<file path="src/rtl/instr_encoder_if.sv">
// Request/instruction-memory bus between a program source and instr_encoder.
// The master drives encode requests; the slave answers with ready and the imem write port.
interface instr_encoder_if #(
    parameter int unsigned ADDR_W = 10
);
    logic              req_valid;
    logic              req_ready;
    logic [5:0]        req_op;
    logic [4:0]        req_rs;
    logic [4:0]        req_rt;
    logic [4:0]        req_rd;
    logic [4:0]        req_shamt;
    logic [15:0]       req_imm;
    logic [25:0]       req_target;
    logic              req_last;
    logic              imem_we;
    logic [ADDR_W-1:0] imem_addr;
    logic [31:0]       imem_wdata;

    modport master (
        output req_valid, req_op, req_rs, req_rt, req_rd, req_shamt,
               req_imm, req_target, req_last,
        input  req_ready, imem_we, imem_addr, imem_wdata
    );

    modport slave (
        input  req_valid, req_op, req_rs, req_rt, req_rd, req_shamt,
               req_imm, req_target, req_last,
        output req_ready, imem_we, imem_addr, imem_wdata
    );
endinterface

</file>
<file path="src/rtl/instr_encoder.sv">
// Encodes mnemonic requests into 32-bit MIPS words and writes them sequentially
// into instruction memory, tracking word count, completion and illegal opcodes.
module instr_encoder #(
    parameter int unsigned ADDR_W = 10
) (
    input  logic              clk,
    input  logic              rst_n,
    input  logic              clear,
    instr_encoder_if.slave    bus,
    output logic [ADDR_W:0]   count,
    output logic              done,
    output logic              err
);
    localparam int unsigned CNT_W = ADDR_W + 1;
    localparam logic [ADDR_W-1:0] ADDR_MAX = '1;

    typedef enum logic [1:0] {IDLE, WRITE, FULL, DONE} state_t;
    typedef enum logic [1:0] {K_R, K_I, K_J} kind_t;

    state_t            state;
    logic              ready_q;
    logic              last_q;
    logic              we_q;
    logic [ADDR_W-1:0] addr_q;
    logic [31:0]       wdata_q;
    logic [CNT_W-1:0]  count_q;
    logic              done_q;
    logic              err_q;

    logic              hs_c;
    logic [ADDR_W-1:0] slot_c;
    logic              illegal_c;
    kind_t             kind_c;
    logic [4:0]        rs_c, rt_c, rd_c, sh_c;
    logic [5:0]        funct_c, opc_c;
    logic [31:0]       enc_c;

    assign bus.req_ready  = ready_q & ~clear;
    assign bus.imem_we    = we_q;
    assign bus.imem_addr  = addr_q;
    assign bus.imem_wdata = wdata_q;
    assign count          = count_q;
    assign done           = done_q;
    assign err            = err_q;

    assign hs_c   = bus.req_valid & bus.req_ready;
    // A write in flight has already claimed addr_q, so the next word lands one above it.
    assign slot_c = we_q ? addr_q + ADDR_W'(1) : addr_q;

    // Opcode decode, field zeroing and word assembly.
    always_comb begin
        kind_c    = K_R;
        illegal_c = 1'b0;
        rs_c      = bus.req_rs;
        rt_c      = bus.req_rt;
        rd_c      = bus.req_rd;
        sh_c      = 5'd0;
        funct_c   = 6'h00;
        opc_c     = 6'h00;
        case (bus.req_op)
            6'd0:  funct_c = 6'h20;
            6'd1:  funct_c = 6'h21;
            6'd2:  funct_c = 6'h22;
            6'd3:  funct_c = 6'h23;
            6'd4:  funct_c = 6'h24;
            6'd5:  funct_c = 6'h25;
            6'd6:  funct_c = 6'h26;
            6'd7:  funct_c = 6'h27;
            6'd8:  funct_c = 6'h2A;
            6'd9:  funct_c = 6'h2B;
            6'd10: begin funct_c = 6'h00; sh_c = bus.req_shamt; rs_c = 5'd0; end
            6'd11: funct_c = 6'h04;
            6'd12: begin funct_c = 6'h03; sh_c = bus.req_shamt; rs_c = 5'd0; end
            6'd13: funct_c = 6'h07;
            6'd14: begin funct_c = 6'h02; sh_c = bus.req_shamt; rs_c = 5'd0; end
            6'd15: funct_c = 6'h06;
            6'd16: begin funct_c = 6'h09; rt_c = 5'd0; end
            6'd17: begin funct_c = 6'h08; rt_c = 5'd0; rd_c = 5'd0; end
            6'd18: begin kind_c = K_I; opc_c = 6'h08; end
            6'd19: begin kind_c = K_I; opc_c = 6'h09; end
            6'd20: begin kind_c = K_I; opc_c = 6'h0C; end
            6'd21: begin kind_c = K_I; opc_c = 6'h0D; end
            6'd22: begin kind_c = K_I; opc_c = 6'h0E; end
            6'd23: begin kind_c = K_I; opc_c = 6'h0F; rs_c = 5'd0; end
            6'd24: begin kind_c = K_I; opc_c = 6'h0A; end
            6'd25: begin kind_c = K_I; opc_c = 6'h0B; end
            6'd26: begin kind_c = K_I; opc_c = 6'h23; end
            6'd27: begin kind_c = K_I; opc_c = 6'h2B; end
            6'd28: begin kind_c = K_I; opc_c = 6'h04; end
            6'd29: begin kind_c = K_I; opc_c = 6'h05; end
            6'd30: begin kind_c = K_J; opc_c = 6'h02; end
            6'd31: begin kind_c = K_J; opc_c = 6'h03; end
            default: illegal_c = 1'b1;
        endcase
        case (kind_c)
            K_I:     enc_c = {opc_c, rs_c, rt_c, bus.req_imm};
            K_J:     enc_c = {opc_c, bus.req_target};
            default: enc_c = {6'h00, rs_c, rt_c, rd_c, sh_c, funct_c};
        endcase
    end

    // Control FSM with registered imem port, status and ready.
    always_ff @(posedge clk or negedge rst_n) begin
        if (!rst_n) begin
            state   <= IDLE;
            ready_q <= 1'b0;
            last_q  <= 1'b0;
            we_q    <= 1'b0;
            addr_q  <= '0;
            wdata_q <= '0;
            count_q <= '0;
            done_q  <= 1'b0;
            err_q   <= 1'b0;
        end else if (clear) begin
            state   <= IDLE;
            ready_q <= 1'b1;
            last_q  <= 1'b0;
            we_q    <= 1'b0;
            addr_q  <= '0;
            count_q <= '0;
            done_q  <= 1'b0;
            err_q   <= 1'b0;
        end else begin
            we_q <= 1'b0;
            if (we_q) begin
                count_q <= count_q + CNT_W'(1);
                if (addr_q != ADDR_MAX) begin
                    addr_q <= addr_q + ADDR_W'(1);
                end
            end
            if (hs_c) begin
                if (illegal_c) begin
                    err_q <= 1'b1;
                    if (bus.req_last) begin
                        state   <= DONE;
                        done_q  <= 1'b1;
                        ready_q <= 1'b0;
                    end else begin
                        state   <= IDLE;
                        ready_q <= 1'b1;
                    end
                end else begin
                    we_q    <= 1'b1;
                    addr_q  <= slot_c;
                    wdata_q <= enc_c;
                    last_q  <= bus.req_last;
                    // The final program word stops intake during its own write cycle.
                    if (bus.req_last) begin
                        state   <= WRITE;
                        ready_q <= 1'b0;
                    end else if (slot_c == ADDR_MAX) begin
                        state   <= FULL;
                        ready_q <= 1'b0;
                    end else begin
                        state   <= WRITE;
                        ready_q <= 1'b1;
                    end
                end
            end else begin
                case (state)
                    IDLE: ready_q <= 1'b1;
                    WRITE: begin
                        if (last_q) begin
                            state   <= DONE;
                            done_q  <= 1'b1;
                            ready_q <= 1'b0;
                        end else begin
                            state   <= IDLE;
                            ready_q <= 1'b1;
                        end
                    end
                    default: ready_q <= 1'b0;
                endcase
            end
        end
    end
endmodule
</file>
<file path="src/flat_wrapper.sv">
// flat-port wrapper written by rule: the top's interface ports become plain ports
module instr_encoder_flat 
#(
    parameter int unsigned ADDR_W = 10
)
  (clk, rst_n, clear, count, done, err, bus_req_valid, bus_req_op, bus_req_rs, bus_req_rt, bus_req_rd, bus_req_shamt, bus_req_imm, bus_req_target, bus_req_last, bus_req_ready, bus_imem_we, bus_imem_addr, bus_imem_wdata);
  instr_encoder_if #(.ADDR_W(ADDR_W)) bus_i ();
  input  logic clk;
  input  logic rst_n;
  input  logic clear;
  output logic [ADDR_W:0] count;
  output logic done;
  output logic err;
  input wire logic [$bits(bus_i.req_valid)-1:0] bus_req_valid;
  input wire logic [$bits(bus_i.req_op)-1:0] bus_req_op;
  input wire logic [$bits(bus_i.req_rs)-1:0] bus_req_rs;
  input wire logic [$bits(bus_i.req_rt)-1:0] bus_req_rt;
  input wire logic [$bits(bus_i.req_rd)-1:0] bus_req_rd;
  input wire logic [$bits(bus_i.req_shamt)-1:0] bus_req_shamt;
  input wire logic [$bits(bus_i.req_imm)-1:0] bus_req_imm;
  input wire logic [$bits(bus_i.req_target)-1:0] bus_req_target;
  input wire logic [$bits(bus_i.req_last)-1:0] bus_req_last;
  output wire logic [$bits(bus_i.req_ready)-1:0] bus_req_ready;
  output wire logic [$bits(bus_i.imem_we)-1:0] bus_imem_we;
  output wire logic [$bits(bus_i.imem_addr)-1:0] bus_imem_addr;
  output wire logic [$bits(bus_i.imem_wdata)-1:0] bus_imem_wdata;
  assign bus_i.req_valid = bus_req_valid;
  assign bus_i.req_op = bus_req_op;
  assign bus_i.req_rs = bus_req_rs;
  assign bus_i.req_rt = bus_req_rt;
  assign bus_i.req_rd = bus_req_rd;
  assign bus_i.req_shamt = bus_req_shamt;
  assign bus_i.req_imm = bus_req_imm;
  assign bus_i.req_target = bus_req_target;
  assign bus_i.req_last = bus_req_last;
  assign bus_req_ready = bus_i.req_ready;
  assign bus_imem_we = bus_i.imem_we;
  assign bus_imem_addr = bus_i.imem_addr;
  assign bus_imem_wdata = bus_i.imem_wdata;
  instr_encoder #(.ADDR_W(ADDR_W)) u_core (.clk(clk), .rst_n(rst_n), .clear(clear), .bus(bus_i), .count(count), .done(done), .err(err));
endmodule
</file>
<file path="config.mk">
export PLATFORM = sky130hd
export DESIGN_NAME = instr_encoder_flat
export DESIGN_NICKNAME = d
export VERILOG_FILES = /design/src/rtl/instr_encoder_if.sv /design/src/rtl/instr_encoder.sv /design/src/flat_wrapper.sv
export SDC_FILE = /design/constraint.sdc
export NUM_CORES = 1
export LEC_CHECK = 0
export BUFFER_PORTS_ARGS = -buffer_cell sky130_fd_sc_hd__buf_2
export CELL_PAD_IN_SITES_DETAIL_PLACEMENT = 1
export CELL_PAD_IN_SITES_GLOBAL_PLACEMENT = 2
export CORE_ASPECT_RATIO = 1.75
export CORE_MARGIN = 2
export CORE_UTILIZATION = 28
export CTS_BUF_LIST = sky130_fd_sc_hd__clkbuf_4 sky130_fd_sc_hd__clkbuf_8
export CTS_CLUSTER_SIZE = 14
export DETAILED_ROUTE_END_ITERATION = 8
export PLACE_DENSITY = 0.81
export SETUP_SLACK_MARGIN = 0.4
export SLEW_MARGIN = 20
export SYNTH_ARGS = -nofsm -noshare
export SYNTH_HDL_FRONTEND = slang
export SYNTH_SLANG_ARGS = --single-unit
</file>
<file path="constraint.sdc">
create_clock -name clk -period 2.7 [get_ports clk]
set_clock_uncertainty 0.15 [all_clocks]
set_input_delay 0.135 -clock clk [delete_from_list [all_inputs] [get_ports clk]]
set_output_delay 0.135 -clock clk [all_outputs]
set_load 0.005 [all_outputs]
</file>
==> flow_summary.json <==
{
  "die-area_sq_um": 12300,
  "fin_crit_ps": 2230,
  "clk_transition_reported_paths_ps": 70,
  "io_pins": 130,
  "die_h_um": 145,
  "crit_arrival_ps": 2340,
  "power_density_nw_per_um2": 450,
  "slew_headroom_pct": 55.3,
  "setup_viol": 0,
  "grt_first_pass_wirelength_um": 19400,
  "synth_area_sq_um": 3180,
  "hold_viol_final": 0,
  "grt.total_usage_pct": 19.9,
  "ant_nets": 0,
  "cp_top_family": "buffers and inverters",
  "final_common_cell": "buf_2",
  "status": "completed",
  "layout.nets": 611,
  "final_cell_mix": "buf_2 (126), dfrtp_1 (59), dlygate4sd3_1 (58)",
  "ys_warn_count": 0,
  "wire_per_inst_um": 18.1,
  "grt_pass1_vias": 3905,
  "synth_ff_type": "dfrtp_1",
  "post-place-ws_ps": 200,
  "start_util_pct": 28.6,
  "cpPeakStageDelay_ps": 600,
  "gp_congestion": 0.761,
  "power_mw": 2.13,
  "clock_latency_ps": 330,
  "drc": 0,
  "cts_root_buf": "clkbuf_8",
  "end_kind": "flop",
  "row_count": 51,
  "cts_tree": "built",
  "cts_buffers": 9,
  "syn_inst": 351,
  "initialDrtViolationCount": 184,
  "synth_cell_types": 53,
  "final_cell_area_sq_um": 4730,
  "clock_path_buffers": 2,
  "cts.htree.levels": 3,
  "die_w_um": 84.5,
  "fin_crit_sh_pct": 82.5,
  "postLayoutSetupSlackWorst_ps": 472,
  "antenna_found_initial": 3,
  "ys_seq_area_share_pct": 46.5,
  "vias": 3559,
  "grt_max_degree": 50,
  "final_core_util_pct": 42.6,
  "fmax_mhz": 449,
  "dpl_cell_area_sq_um": 3950,
  "path_buf_inv": 3,
  "grt_overflow": 0,
  "cp-start-kind": "input port",
  "routed_wl_um": 12200,
  "drive_gt1_share_pct": 30.5,
  "clock-sinks": 59,
  "critPathRequiredTime_ps": 2810,
  "cp_cell_sequence": "buf_2 -> nand2b_1 -> or2_2 -> ha_1 -> nor2b_2 -> buf_6 -> a22oi_1 -> dlygate4sd3_1 -> a21oi_1",
  "area_delta_synth_final_pct": 48.9,
  "fp.coreArea_sq_um": 11100,
  "cp_max_fo": 11,
  "syn-num-nets": 428,
  "drtPass1Iterations": 5,
  "synth_edf_count": 0,
  "setup-tns-final_ps": 0,
  "synth-seq-cells": 59,
  "async_reset_ff_share_pct": 100,
  "ir_worst_vdd_v": 0.000183,
  "portBuffers": 128,
  "maxSlewViolCount": 0,
  "syn_avg_cell_area_sq_um": 9.05,
  "worst_slew_pin_slew_ps": 654,
  "crit_type": "input port to flop",
  "via_per_inst": 5.29,
  "min_path_type": "input port to flop",
  "place_hpwl_um": 8450,
  "cap_violations": 0,
  "rsz0062_at_grt": "no",
  "p_leak_nw": 2.29,
  "worst_path_max_delay_cell": "dlygate4sd3_1"
}
cell families (layout without fill, tap and decap cells):
logic type,Yosys count,after routing,share of synthesized area [%]
adders and majority gates,4,4,1.57
DFF,59,59,46.5
other,1,4,0.118
xor gates and xnor gates,15,15,4.13
and+or+nand+nor,141,141,21.3
AOI/OAI and AO/OA,93,93,20.7
buffers and inverters,36,223,5.00
muxes,2,2,0.630
through the flow:
stage	cells	hold slack [ps]
global route	673	8.57
floorplan	351	-311
CTS	670	4.09
finish	673	16.7
global placement	597	21.7
detailed placement	597	21.9
state kept, by name, summed over array words and instances, names as in the netlist:
signal                 flops
u_core.state               2
u_core.bus.imem_we         1
u_core.done                1
u_core.last_q              1
u_core.err                 1
u_core.ready_q             1
u_core.count              11
u_core.bus.imem_addr      10
u_core.bus.imem_wdata     31
power breakdown:
group	internal, mW	switching [mW]
sequential	0.955	0.0431
combinational	0.207	0.218
clock	0.369	0.337
total	1.53	0.598
timing repair:
action	in CTS	in global routing
resized for setup	0	6
buffers inserted	0	0
hold buffers	58	0
endpoints found under the hold margin	50	0
endpoints found under the setup margin	0	8
cells in the mapped netlist (2+ instances only):
library cell,count,area share [%]
and3b_1,2,0.55
nor3_1,7,1.1
clkbuf_1,16,1.9
xor2_1,13,3.6
nand3_1,5,0.79
xnor2_1,2,0.55
buf_6,2,0.71
a32o_1,2,0.63
a311oi_1,2,0.55
buf_1,2,0.24
ha_1,4,1.6
a31o_2,2,0.55
a221oi_1,11,3.0
buf_2,4,0.63
nand4_1,6,1.2
nor4b_1,2,0.55
nor2b_1,6,1.2
nand2_1,38,4.5
o211ai_1,2,0.47
and2_1,3,0.59
o21ai_0,25,3.9
mux2i_1,2,0.63
and3_1,2,0.39
nor2_1,50,5.9
dfrtp_1,59,46
inv_1,10,1.2
or3_1,3,0.59
nor4_1,2,0.39
nand2_4,2,0.71
a22o_1,3,0.83
a21oi_1,17,2.7
a31oi_1,4,0.79
nand2b_1,7,1.4
a222oi_1,14,4.4
nand3b_1,2,0.47
worst register-to-register path, delay by kind of cell (launching register included):
| kind | cells | cell delay, ps |
|---|---|---|
| xor+xnor | 1 | 150 |
| buf+inv | 1 | 120 |
| flops | 1 | 380 |
| simple gates | 5 | 1220 |
routing by layer:
layer  vias up  GRT usage (%)  wire length, um
li1       1638              -                -
met1      1790           21.1             4560
met2       103           36.5             6840
met3        28           3.30              391
met4         0           10.6              418
met5         -              0                0
area by class of cell:
cell class,instances,area (sq um)
fill,1369,6370
multi-input combinational,256,1560
sequential,59,1480
timing repair buffer,197,1310
tap,132,165
clock buffer,12,153
inverter,11,41.3
clock inverter,3,15.0
antenna,3,7.51
worst paths after layout:
kind,start,end,slack (ps),cells past startpoint
max in group asynchronous,rst_n,u_core.bus.imem_addr[5],1520,3
min reg2reg,u_core.bus.imem_wdata[11],u_core.bus.imem_wdata[11],330,2
min,bus_req_target[3],u_core.bus.imem_wdata[3],20,3
max,bus_req_op[5],u_core.bus.imem_wdata[4],470,9
min in group asynchronous,rst_n,u_core.bus.imem_addr[9],190,2
max reg2reg,u_core.ready_q,u_core.bus.imem_addr[7],570,7
No activity file was read; power rests on OpenSTA's default activity.
